===== config.mk =====
export PLATFORM = sky130hd
export DESIGN_NAME = program_counter_stack
export DESIGN_NICKNAME = d
export VERILOG_FILES = /design/src/rtl/pc_pkg.sv /design/src/rtl/return_stack.sv /design/src/rtl/program_counter_stack.sv
export SDC_FILE = /design/constraint.sdc
export NUM_CORES = 1
export LEC_CHECK = 0
export ABC_AREA = 1
export CAP_MARGIN = 25
export CORE_UTILIZATION = 39
export DETAILED_ROUTE_END_ITERATION = 12
export SYNTH_ARGS = -nofsm -noshare
export SYNTH_HDL_FRONTEND = slang
export SYNTH_SLANG_ARGS = --single-unit

===== constraint.sdc =====
create_clock -name clock -period 4.4 [get_ports clock]
set_input_delay 0.44 -clock clock [delete_from_list [all_inputs] [get_ports clock]]
set_output_delay 0.44 -clock clock [all_outputs]
set_load 0.02 [all_outputs]

===== src/rtl/pc_pkg.sv =====
// Shared op-code encoding and sizing helpers for program_counter_stack and its return stack.
package pc_pkg;

  typedef enum logic [2:0] {
    OP_HOLD = 3'd0,
    OP_INC  = 3'd1,
    OP_REL  = 3'd2,
    OP_ABS  = 3'd3,
    OP_CALL = 3'd4,
    OP_RET  = 3'd5
  } pc_op_t;

  // Width needed to count 0..depth inclusive.
  function automatic int depth_w(input int depth);
    return $clog2(depth + 1);
  endfunction

endpackage


===== src/rtl/return_stack.sv =====
// Parametrised LIFO of return addresses; push/pop take effect on the next edge, top is read combinationally.
// Caller must not push when full or pop when empty; reset clears only the occupancy count.
module return_stack
  import pc_pkg::*;
#(
  parameter int WIDTH = 8,
  parameter int DEPTH = 8,
  localparam int DW = depth_w(DEPTH),
  localparam int AW = (DEPTH > 1) ? $clog2(DEPTH) : 1
) (
  input  logic             clock,
  input  logic             reset_enable,
  input  logic             push,
  input  logic             pop,
  input  logic [WIDTH-1:0] din,
  output logic [WIDTH-1:0] top,
  output logic [DW-1:0]    depth,
  output logic             full,
  output logic             empty
);

  logic [WIDTH-1:0] mem [DEPTH];
  logic [DW-1:0]    depth_m1;
  logic [AW-1:0]    wr_idx;
  logic [AW-1:0]    rd_idx;

  assign depth_m1 = depth - DW'(1);
  assign wr_idx   = depth[AW-1:0];
  assign rd_idx   = depth_m1[AW-1:0];
  assign full     = (depth == DW'(DEPTH));
  assign empty    = (depth == '0);
  assign top      = mem[rd_idx];

  always_ff @(posedge clock) begin
    if (reset_enable) begin
      depth <= '0;
    end else if (push) begin
      depth <= depth + DW'(1);
    end else if (pop) begin
      depth <= depth_m1;
    end
  end

  // Contents survive reset; reset only blocks a coincident push.
  always_ff @(posedge clock) begin
    if (push && !reset_enable) begin
      mem[wr_idx] <= din;
    end
  end

endmodule


===== src/rtl/program_counter_stack.sv =====
// Program counter with INC/REL/ABS/CALL/RET and internal return stack; one-cycle latency, all outputs registered.
// No backpressure: one op per cycle. PC_FAULT_LATCH_EN makes faults sticky and freezes the PC until reset.
module program_counter_stack
  import pc_pkg::*;
#(
  parameter int WORD_SIZE     = 16,
  parameter int MEM_ADDR_SIZE = 8,
  parameter int STACK_DEPTH   = 8,
  parameter logic [MEM_ADDR_SIZE-1:0] RESET_ADDR = '0,
  localparam int DW = depth_w(STACK_DEPTH)
) (
  input  logic                     clock,
  input  logic                     reset_enable,
  input  logic                     update_enable,
  input  logic [2:0]               op,
  input  logic [WORD_SIZE-1:0]     value,
  output logic [MEM_ADDR_SIZE-1:0] out,
  output logic [DW-1:0]            depth,
  output logic                     fault,
  output logic                     halted
);

  logic [MEM_ADDR_SIZE-1:0] offs;
  logic [MEM_ADDR_SIZE-1:0] next_out;
  logic [MEM_ADDR_SIZE-1:0] stack_top;
  logic                     push;
  logic                     pop;
  logic                     bad;
  logic                     full;
  logic                     empty;
  logic                     frozen;

  // Only the low address bits matter; two's complement makes the wrap implicit.
  assign offs = value[MEM_ADDR_SIZE-1:0];

  generate
    if (WORD_SIZE > MEM_ADDR_SIZE) begin : g_unused_hi
      logic unused_value_hi;
      assign unused_value_hi = ^value[WORD_SIZE-1:MEM_ADDR_SIZE];
    end
  endgenerate

`ifdef PC_FAULT_LATCH_EN
  assign frozen = fault;
`else
  assign frozen = 1'b0;
`endif

  always_comb begin
    next_out = out;
    push     = 1'b0;
    pop      = 1'b0;
    bad      = 1'b0;
    if (update_enable && !frozen) begin
      case (pc_op_t'(op))
        OP_HOLD: next_out = out;
        OP_INC:  next_out = out + MEM_ADDR_SIZE'(1);
        OP_REL:  next_out = out + offs;
        OP_ABS:  next_out = offs;
        OP_CALL: begin
          if (full) begin
            bad = 1'b1;
          end else begin
            push     = 1'b1;
            next_out = out + offs;
          end
        end
        OP_RET: begin
          if (empty) begin
            bad = 1'b1;
          end else begin
            pop      = 1'b1;
            next_out = stack_top;
          end
        end
        default: bad = 1'b1;
      endcase
    end
  end

  return_stack #(
    .WIDTH (MEM_ADDR_SIZE),
    .DEPTH (STACK_DEPTH)
  ) u_stack (
    .clock        (clock),
    .reset_enable (reset_enable),
    .push         (push),
    .pop          (pop),
    .din          (out + MEM_ADDR_SIZE'(1)),
    .top          (stack_top),
    .depth        (depth),
    .full         (full),
    .empty        (empty)
  );

  always_ff @(posedge clock) begin
    if (reset_enable) begin
      out   <= RESET_ADDR;
      fault <= 1'b0;
    end else begin
      out <= next_out;
`ifdef PC_FAULT_LATCH_EN
      fault <= fault | bad;
`else
      fault <= bad;
`endif
    end
  end

`ifdef PC_FAULT_LATCH_EN
  assign halted = fault;
`else
  assign halted = 1'b0;
`endif

endmodule


==> results of run 1 <==
cell usage in the layout (no fill, tap or decap), types with 6 or more instances in the layout:
master	synthesis	routed
nor2_1	74	74
o211ai_1	8	8
dfxtp_1	13	13
clkdlybuf4s50_1	0	26
inv_1	39	39
clkbuf_8	0	9
nand2_1	82	82
edfxtp_1	64	64
buf_4	3	6
nand3_1	39	39
a21oi_2	6	6
a21oi_1	14	14
xor2_1	6	6
ha_1	11	11
o21ai_0	38	38
per-layer routing:
layer / wire, um / share of wire
met5: 0 / 0
met2: 4070 / 0.48
met1: 3980 / 0.47
met4: 94 / 0.011
met3: 367 / 0.043
report_power, final:
part	internal, W	switching (W)	leakage (nW)	total [W]
registers	0.000800	0.0000129	0.672	0.000813
logic	0.0000811	0.000137	0.991	0.000218
clock network	0.000314	0.000243	0.0998	0.000557
total	0.00120	0.000393	1.76	0.00159
worst register-to-register path, stage by stage (launching register included):
cell	delay [ns]
dfxtp_1	0.33
inv_1	0.04
buf_4	0.23
ha_1	0.95
inv_1	0.36
nor2_1	0.16
o21ai_0	0.10
nand3_1	0.13
nand3_1	0.12
nand3_1	0.09
nand2_1	0.05
a21oi_1	0.10
stage by stage:
step | setup slack [ns] | util | cells | hold slack, ns
5_1_grt | 1.33 | 0.463 | 600 | 0.559
6_report | 1.65 | 0.463 | 600 | 0.516
4_1_cts | 1.55 | 0.463 | 600 | 0.516
3_5_place_dp | 1.61 | 0.443 | 585 | 0.498
3_3_place_gp | 1.66 | 0.443 | 585 | 0.486
2_1_floorplan | 1.69 | - | 435 | 0.559
kinds of logic after synthesis:
kind of cell	share of synthesized area
AO/OA/AOI/OAI	0.101
XOR/XNOR	0.0202
adder cells (fa/ha/maj)	0.0397
buffers and inverters	0.0642
flip-flops	0.549
other	0.000944
AND/OR/NAND/NOR	0.225
cell type report:
class                   count  area, sq um  share of cell area
clock buffers              10          128              0.0280
clock inverters             5         76.3              0.0168
inverters                  41          156              0.0344
multi-input cells         302         1540               0.338
flip-flops and latches     77         2180               0.480
well taps                 133          166              0.0366
repair buffers             32          305              0.0671
sequential cells by signal, indices dropped and copies added (netlist names):
name           flops
u_stack.depth      4
out                8
fault              1
u_stack.mem       64
worst min-delay path by stage:
stage	startpoint	endpoint	slack, ns	cells after the start
2_1_floorplan	u_stack.depth[3]	u_stack.depth[3]	0.56	1
3_3_place_gp	u_stack.depth[3]	u_stack.depth[3]	0.49	1
3_5_place_dp	u_stack.depth[3]	u_stack.depth[3]	0.50	1
4_1_cts	u_stack.depth[3]	u_stack.depth[3]	0.52	1
5_1_grt	u_stack.depth[3]	u_stack.depth[3]	0.56	1
6_report	u_stack.depth[3]	u_stack.depth[3]	0.52	1
==> results_dict.tcl, run 1 <==
set metrics [dict create \
    critPathBufInv 3 \
    cp-startpoint "u_stack.depth[0]" \
    finalSetupTns_ns 0 \
    cp.required_ns 4.66 \
    cp-start-kind "flip-flop" \
    drt_pass1_iterations 4 \
    use_met2 0.292 \
    pin_count 36 \
    cts_resized 0 \
    gp_congestion 0.778 \
    yosys_warnings 0 \
    end_kind "flip-flop" \
    synth-seq-cells 77 \
    hold_violations 0 \
    coreArea_sq_um 9820 \
    r2r_start "u_stack.depth[0]" \
    port_buffers 26 \
    critPathMaxFanout 35 \
    top_usage_layer "met2" \
    start_util 0.405 \
    cts_tree "built" \
    grt_max_degree 39 \
    routedWlPerCell_um 14.2 \
    cts-hold-fix-buffers 0 \
    ys.flop_type "edfxtp_1" \
    drive_above_1_share 0.0749 \
    power_density_nw_per_um2 349 \
    setup_viol 0 \
    clock_path_buffers 2 \
    slowest_stage "ha_1" \
    rsz0062_at_grt "false" \
    grt.overflow.total 0 \
    clkSinkCount 77 \
    wl_um 8510 \
    leakage_nw 1.76 \
    worstRegToRegCells 11 \
    ant_nets 0 \
    syn2layout_area_growth_pct 14.5 \
    yosysMostFrequentCell "nand2_1" \
    drt-initial-drc-count 247 \
    clk_pin_slew_ns 0.08 \
    cp_num_cells 11 \
    synthCells 435 \
    grt_pass1_vias 2684 \
    status "complete, no violations" \
    finalCriticalPeriod_ns 2.75 \
    diodes 0 \
    synth-edff-count 64 \
    ys_types 35 \
    synth_area_leaders "edfxtp_1 (48%), nand2_1 (7.7%), nor2_1 (7.0%)" \
    met3_usage 0.0217 \
    finClkSkew_ns 0.0110 \
    fp.dieW_um 103 \
    ys_async_sr_fraction 0 \
    nFillCells 980 \
    drc 0 \
    cts_max_level 3 \
    syn_area_sq_um 3970 \
    ys_seq_area_frac 0.549 \
    period_share 0.625 \
    cts_buffers 9 \
    grt_pass1_wl_um 13600 \
    maxSlewHeadroom 0.382 \
    cp-endpoint "out[3]" \
    final_max_slew_viol_count 0 \
    synth_nets 469 \
    cp_top_family "adder cells" \
    hpwl_um 5890 \
    cp.arrival_ns 3.01 \
    die-area_sq_um 10600 \
    synthTopCellsByCount "nand2_1 (82), nor2_1 (74), edfxtp_1 (64), inv_1 (39), nand3_1 (39)" \
    die_y_um 103 \
    criticalPathCategory "flip-flop to flip-flop" \
    fin_nets 497 \
    route.vias.total 2953 \
    rows 36 \
    holdCritPathClass "flip-flop to flip-flop" \
    maxCapViolCount 0 \
    yosys.area.top_type_share 0.484 \
    yosysTopAreaCell "edfxtp_1" \
    antenna_found_initial 0 \
    total_power_w 0.00159 \
    avgSynthCellArea_sq_um 9.14 \
    crit_chain "inv_1, buf_4, ha_1, inv_1, nor2_1, o21ai_0, nand3_1, nand3_1, nand3_1, nand2_1, a21oi_1" \
    vias_per_cell 4.92 \
    clock_latency_ns 0.34 \
    r2r_slack_ns 1.65 \
    max_stage_delay_ns 0.94 \
    r2r-end "out[3]" \
    met1_usage 0.231 \
    track_usage 0.175 \
    path_common_cell "nand3_1" \
    post_cts_buffers 0 \
    vdd_drop_max_mv 0.131 \
    fmax_mhz 364 \
    cts_root_buf "clkbuf_8" \
    worst_slew_pin_slew_ns 0.928 \
    post_dp_cell_area_sq_um 4350 \
    design_area_sq_um 4550 \
]
Note: power is estimated with default switching activity, not from simulation.
==> run 2, diff against run 1 <==
- clock period: 4.4 -> 2.85 ns (I/O delays scaled with it)
==> run 2 against run 1 <==
Sequential share of layout area shrank 0.47 points. Count of clock-buffer cells in the layout unchanged. First-iteration DRC count fell by 7.3%. Critical path type unchanged. Critical endpoint is now u_stack.mem[2][3].
==> results_dict.tcl, run 2 (same netlist as run 1, synthesis figures left out) <==
set metrics [dict create \
    status "complete, no violations" \
    port_buffers 26 \
    die-area_sq_um 10600 \
    combPwrFrac 0.146 \
    nFillCells 973 \
    rows 36 \
    gp_congestion 0.816 \
    post-route-util 0.468 \
    hpwl_um 5990 \
    seqPwrFrac 0.525 \
    cts-hold-fix-buffers 0 \
    vias_per_cell 4.94 \
    holdCritPathClass "flip-flop to flip-flop" \
    pin_count 36 \
    switching_share 0.260 \
    final_max_slew_viol_count 0 \
    leakage_nw 1.79 \
    antenna_found_initial 0 \
    cp.required_ns 2.89 \
    end_kind "flip-flop" \
    clock_path_buffers 2 \
    clockPowerShare 0.330 \
    cts_root_buf "clkbuf_8" \
    cts_resized 0 \
    reg_top3 "u_stack.mem: 64 flops, out: 8 flops, u_stack.depth: 4 flops" \
    vdd_drop_max_mv 0.221 \
    place_inst 591 \
    post_cts_buffers 0 \
    maxSlewHeadroom 0.512 \
    clkSinkCount 77 \
    die_y_um 103 \
    worst_slew_pin_slew_ns 0.729 \
    route.vias.total 3000 \
    cts_max_level 3 \
    finClkSkew_ns 0.0114 \
    drt-initial-drc-count 229 \
    cp-start-kind "flip-flop" \
    finalCriticalPeriod_ns 2.32 \
    start_util 0.405 \
    cp.arrival_ns 2.36 \
    finalSetupTns_ns 0 \
    critPathMaxFanout 8 \
    setup_viol 0 \
    power_density_nw_per_um2 521 \
    hold_violations 0 \
    pre_cts_ws_ns 0.501 \
    grt.overflow.total 0 \
    grt_max_degree 39 \
    period_share 0.815 \
    coreArea_sq_um 9820 \
    maxCapViolCount 0 \
    grt_pass1_wl_um 13900 \
    clock_latency_ns 0.34 \
    routedWlPerCell_um 14.3 \
    drive_above_1_share 0.0907 \
    cell_internal_pwr_w 0.00177 \
    layout_common_cells "nand2_1 (82), nor2_1 (74), edfxtp_1 (64)" \
    rsz0062_at_grt "false" \
    track_usage 0.178 \
    total_power_w 0.00239 \
    diodes 0 \
    layout_commonest_cell "nand2_1" \
    drt_pass1_iterations 5 \
    syn2layout_area_growth_pct 15.6 \
    criticalPathCategory "flip-flop to flip-flop" \
    fin_ws_ns 0.527 \
    fmax_mhz 431 \
    drc 0 \
    grt_pass1_vias 2832 \
    top_register "u_stack.mem" \
    largest_register_ffs 64 \
    wl_um 8700 \
    cts_tree "built" \
    fp.dieW_um 103 \
    clk_pin_slew_ns 0.08 \
    ant_nets 0 \
    p_sw_w 0.000622 \
    fin_nets 503 \
    final_cells 607 \
    cts_buffers 9 \
]
-- run 2: cell count changes in the layout (fill, tap and decap cells not counted) --
| cell | delta |
|---|---|
| inv_6 | +1 |
| clkinv_2 | +1 |
| bufinv_16 | -1 |
| clkinv_1 | -1 |
| clkinvlp_4 | +1 |
| buf_12 | +1 |
| buf_4 | +5 |
-- run 2: path summary, 6_finish.rpt --
| kind | from | endpoint | slack, ns | cells after the start |
|---|---|---|---|---|
| min reg2reg | u_stack.depth[3] | u_stack.depth[3] | 0.52 | 1 |
| max | u_stack.depth[1] | u_stack.mem[2][3] | 0.53 | 8 |
| max reg2reg | u_stack.depth[1] | u_stack.mem[2][3] | 0.53 | 8 |
| min | u_stack.depth[3] | u_stack.depth[3] | 0.52 | 1 |
-- run 2: per-stage QoR --
stage	cell area, sq um	hold WS (ns)
after detailed placement	4400	0.515
after global placement	4400	0.485
after CTS	4600	0.534
after floorplan	3970	0.411
final	4600	0.524
after global routing	4600	0.555
-- run 2: power groups by stage --
stage	Clock (W)	Sequential, W	Combinational [W]
floorplan	0	0.00129	0.000229
global placement	0	0.00128	0.000340
detailed placement	0	0.00128	0.000346
CTS	0.000808	0.00126	0.000348
global route	0.000855	0.00126	0.000392
finish	0.000789	0.00126	0.000348
-- run 2: per-layer routing --
metal | part of all wire | global-route usage
met5 | 0 | 0
met3 | 0.043 | 0.0203
met2 | 0.47 | 0.291
met1 | 0.47 | 0.241
met4 | 0.020 | 0.0791
-- run 2: cell type report --
cell class,instances,area (sq um),area share
Multi-Input combinational cell,302,1540,0.334
Tap cell,133,166,0.0362
Clock inverter,6,63.8,0.0139
Clock buffer,10,128,0.0278
Inverter,41,156,0.0340
Timing Repair Buffer,38,363,0.0790
Sequential cell,77,2180,0.475
-- run 2: critical path, stage by stage, from the launching register on --
cell and delay [ns]:
dfxtp_1 0.43, inv_2 0.11, ha_1 0.31, nand3_1 0.15
nand4_1 0.23, nor2_1 0.26, nand2_1 0.13, nor3_1 0.18
buf_4 0.22
==> run 3, diff against run 2 <==
- clock period: 2.85 -> 2.3 ns (I/O delays scaled with it)
==> run 3 against run 2 <==
Total power grew 21%. Cell count grew 2.1%. Critical path depth grew 2. Sequential power grew 23%. Worst setup slack lost 0.28 ns. Clock power grew 12%. Global-route usage grew 1.1 points. Design area grew 3.5%. Register-to-register slack lost 0.28 ns.
==> results_dict.tcl, run 3 (same netlist as run 1, synthesis figures left out) <==
set metrics [dict create \
    drt-initial-drc-count 206 \
    cts_tree "built" \
    rsz0062_at_grt "false" \
    diodes 0 \
    cp.arrival_ns 2.32 \
    grt_max_degree 39 \
    largest_register_ffs 64 \
    final_max_slew_viol_count 0 \
    cp-start-kind "flip-flop" \
    path_common_cell "nand3_1" \
    clock_path_buffers 2 \
    crit_chain "inv_2, ha_2, inv_1, nor2_1, o21ai_0, nand3_1, nand3_1, nand3_1, nand2_1, a21oi_2" \
    fp.dieW_um 103 \
    power_density_nw_per_um2 609 \
    layout_commonest_cell "nand2_1" \
    die_y_um 103 \
    fin_nets 516 \
    wl_um 9280 \
    drt_pass1_iterations 4 \
    clk_pin_slew_ns 0.08 \
    fin_ws_ns 0.248 \
    grt_pass1_vias 2900 \
    post_cts_buffers 0 \
    criticalPathCategory "flip-flop to flip-flop" \
    track_usage 0.190 \
    cts_root_buf "clkbuf_8" \
    coreArea_sq_um 9820 \
    design_area_sq_um 4760 \
    port_buffers 26 \
    cts-hold-fix-buffers 0 \
    layout_common_cells "nand2_1 (81), nor2_1 (71), edfxtp_1 (64)" \
    hpwl_um 6320 \
    nFillCells 975 \
    cts_resized 0 \
    slowest_stage "ha_2" \
    holdCritPathClass "flip-flop to flip-flop" \
    period_share 0.892 \
    clock_latency_ns 0.33 \
    grt_pass1_wl_um 14800 \
    hold_violations 0 \
    cts_max_level 3 \
    route.vias.total 3018 \
    die-area_sq_um 10600 \
    antenna_found_initial 0 \
    finalCriticalPeriod_ns 2.05 \
    pre_cts_ws_ns 0.204 \
    drc 0 \
    max_stage_delay_ns 0.53 \
    vias_per_cell 4.87 \
    start_util 0.405 \
    finalSetupTns_ns 0 \
    vdd_drop_max_mv 0.278 \
    fmax_mhz 487 \
    place_inst 604 \
    leakage_nw 1.87 \
    setup_viol 0 \
    finClkSkew_ns 0.00955 \
    routedWlPerCell_um 15.0 \
    critPathMaxFanout 15 \
    syn2layout_area_growth_pct 19.7 \
    ant_nets 0 \
    post_dp_cell_area_sq_um 4590 \
    status "complete, no violations" \
    cp.required_ns 2.57 \
    drive_above_1_share 0.133 \
    top_register "u_stack.mem" \
    maxCapViolCount 0 \
    grt.overflow.total 0 \
    rows 36 \
    gp_congestion 0.820 \
    clkSinkCount 77 \
    cts_buffers 9 \
    reg_top3 "u_stack.mem: 64 flops, out: 8 flops, u_stack.depth: 4 flops" \
    end_kind "flip-flop" \
    fin_hold_ws_ns 0.521 \
    pin_count 36 \
    final_cells 620 \
]
run 3: metrics by stage:
step | power [W] | util
after detailed placement | 0.00204 | 0.467
after CTS | 0.00292 | 0.484
final | 0.00290 | 0.484
after floorplan | 0.00188 | -
after global routing | 0.00303 | 0.484
after global placement | 0.00203 | 0.467
run 3: final cells by class:
class | count | area (sq um) | share of cell area
Clock buffer | 12 | 145 | 0.0305
Timing Repair Buffer | 51 | 485 | 0.102
Clock inverter | 4 | 26.3 | 0.00552
Sequential cell | 77 | 2180 | 0.459
Multi-Input combinational cell | 302 | 1590 | 0.335
Inverter | 41 | 156 | 0.0329
Tap cell | 133 | 166 | 0.0350
run 3: where the power goes:
group	switching (W)	internal, W
clock network	0.000466	0.000421
registers	0.0000206	0.00153
logic	0.000283	0.000176
run 3: worst paths after layout:
| check | from | endpoint | slack [ns] | depth (start not counted) |
|---|---|---|---|---|
| worst min register to register | u_stack.depth[3] | u_stack.depth[3] | 0.52 | 1 |
| worst max-delay path | u_stack.depth[1] | out[7] | 0.25 | 10 |
| worst min-delay path | u_stack.depth[3] | u_stack.depth[3] | 0.52 | 1 |
| worst max register to register | u_stack.depth[1] | out[7] | 0.25 | 10 |
run 3: worst max-delay path: cells and delay by family (launching register included):
family | cells | cell delay, ns
buf+inv | 2 | 0.30
compound gates | 2 | 0.18
fa+ha+maj | 1 | 0.53
simple gates | 5 | 0.63
flops | 1 | 0.35
run 3: metal layers:
metal,track usage,routed length [um]
met3,0.0203,287
met2,0.311,4350
met5,0,0
met1,0.263,4530
met4,0.0650,111
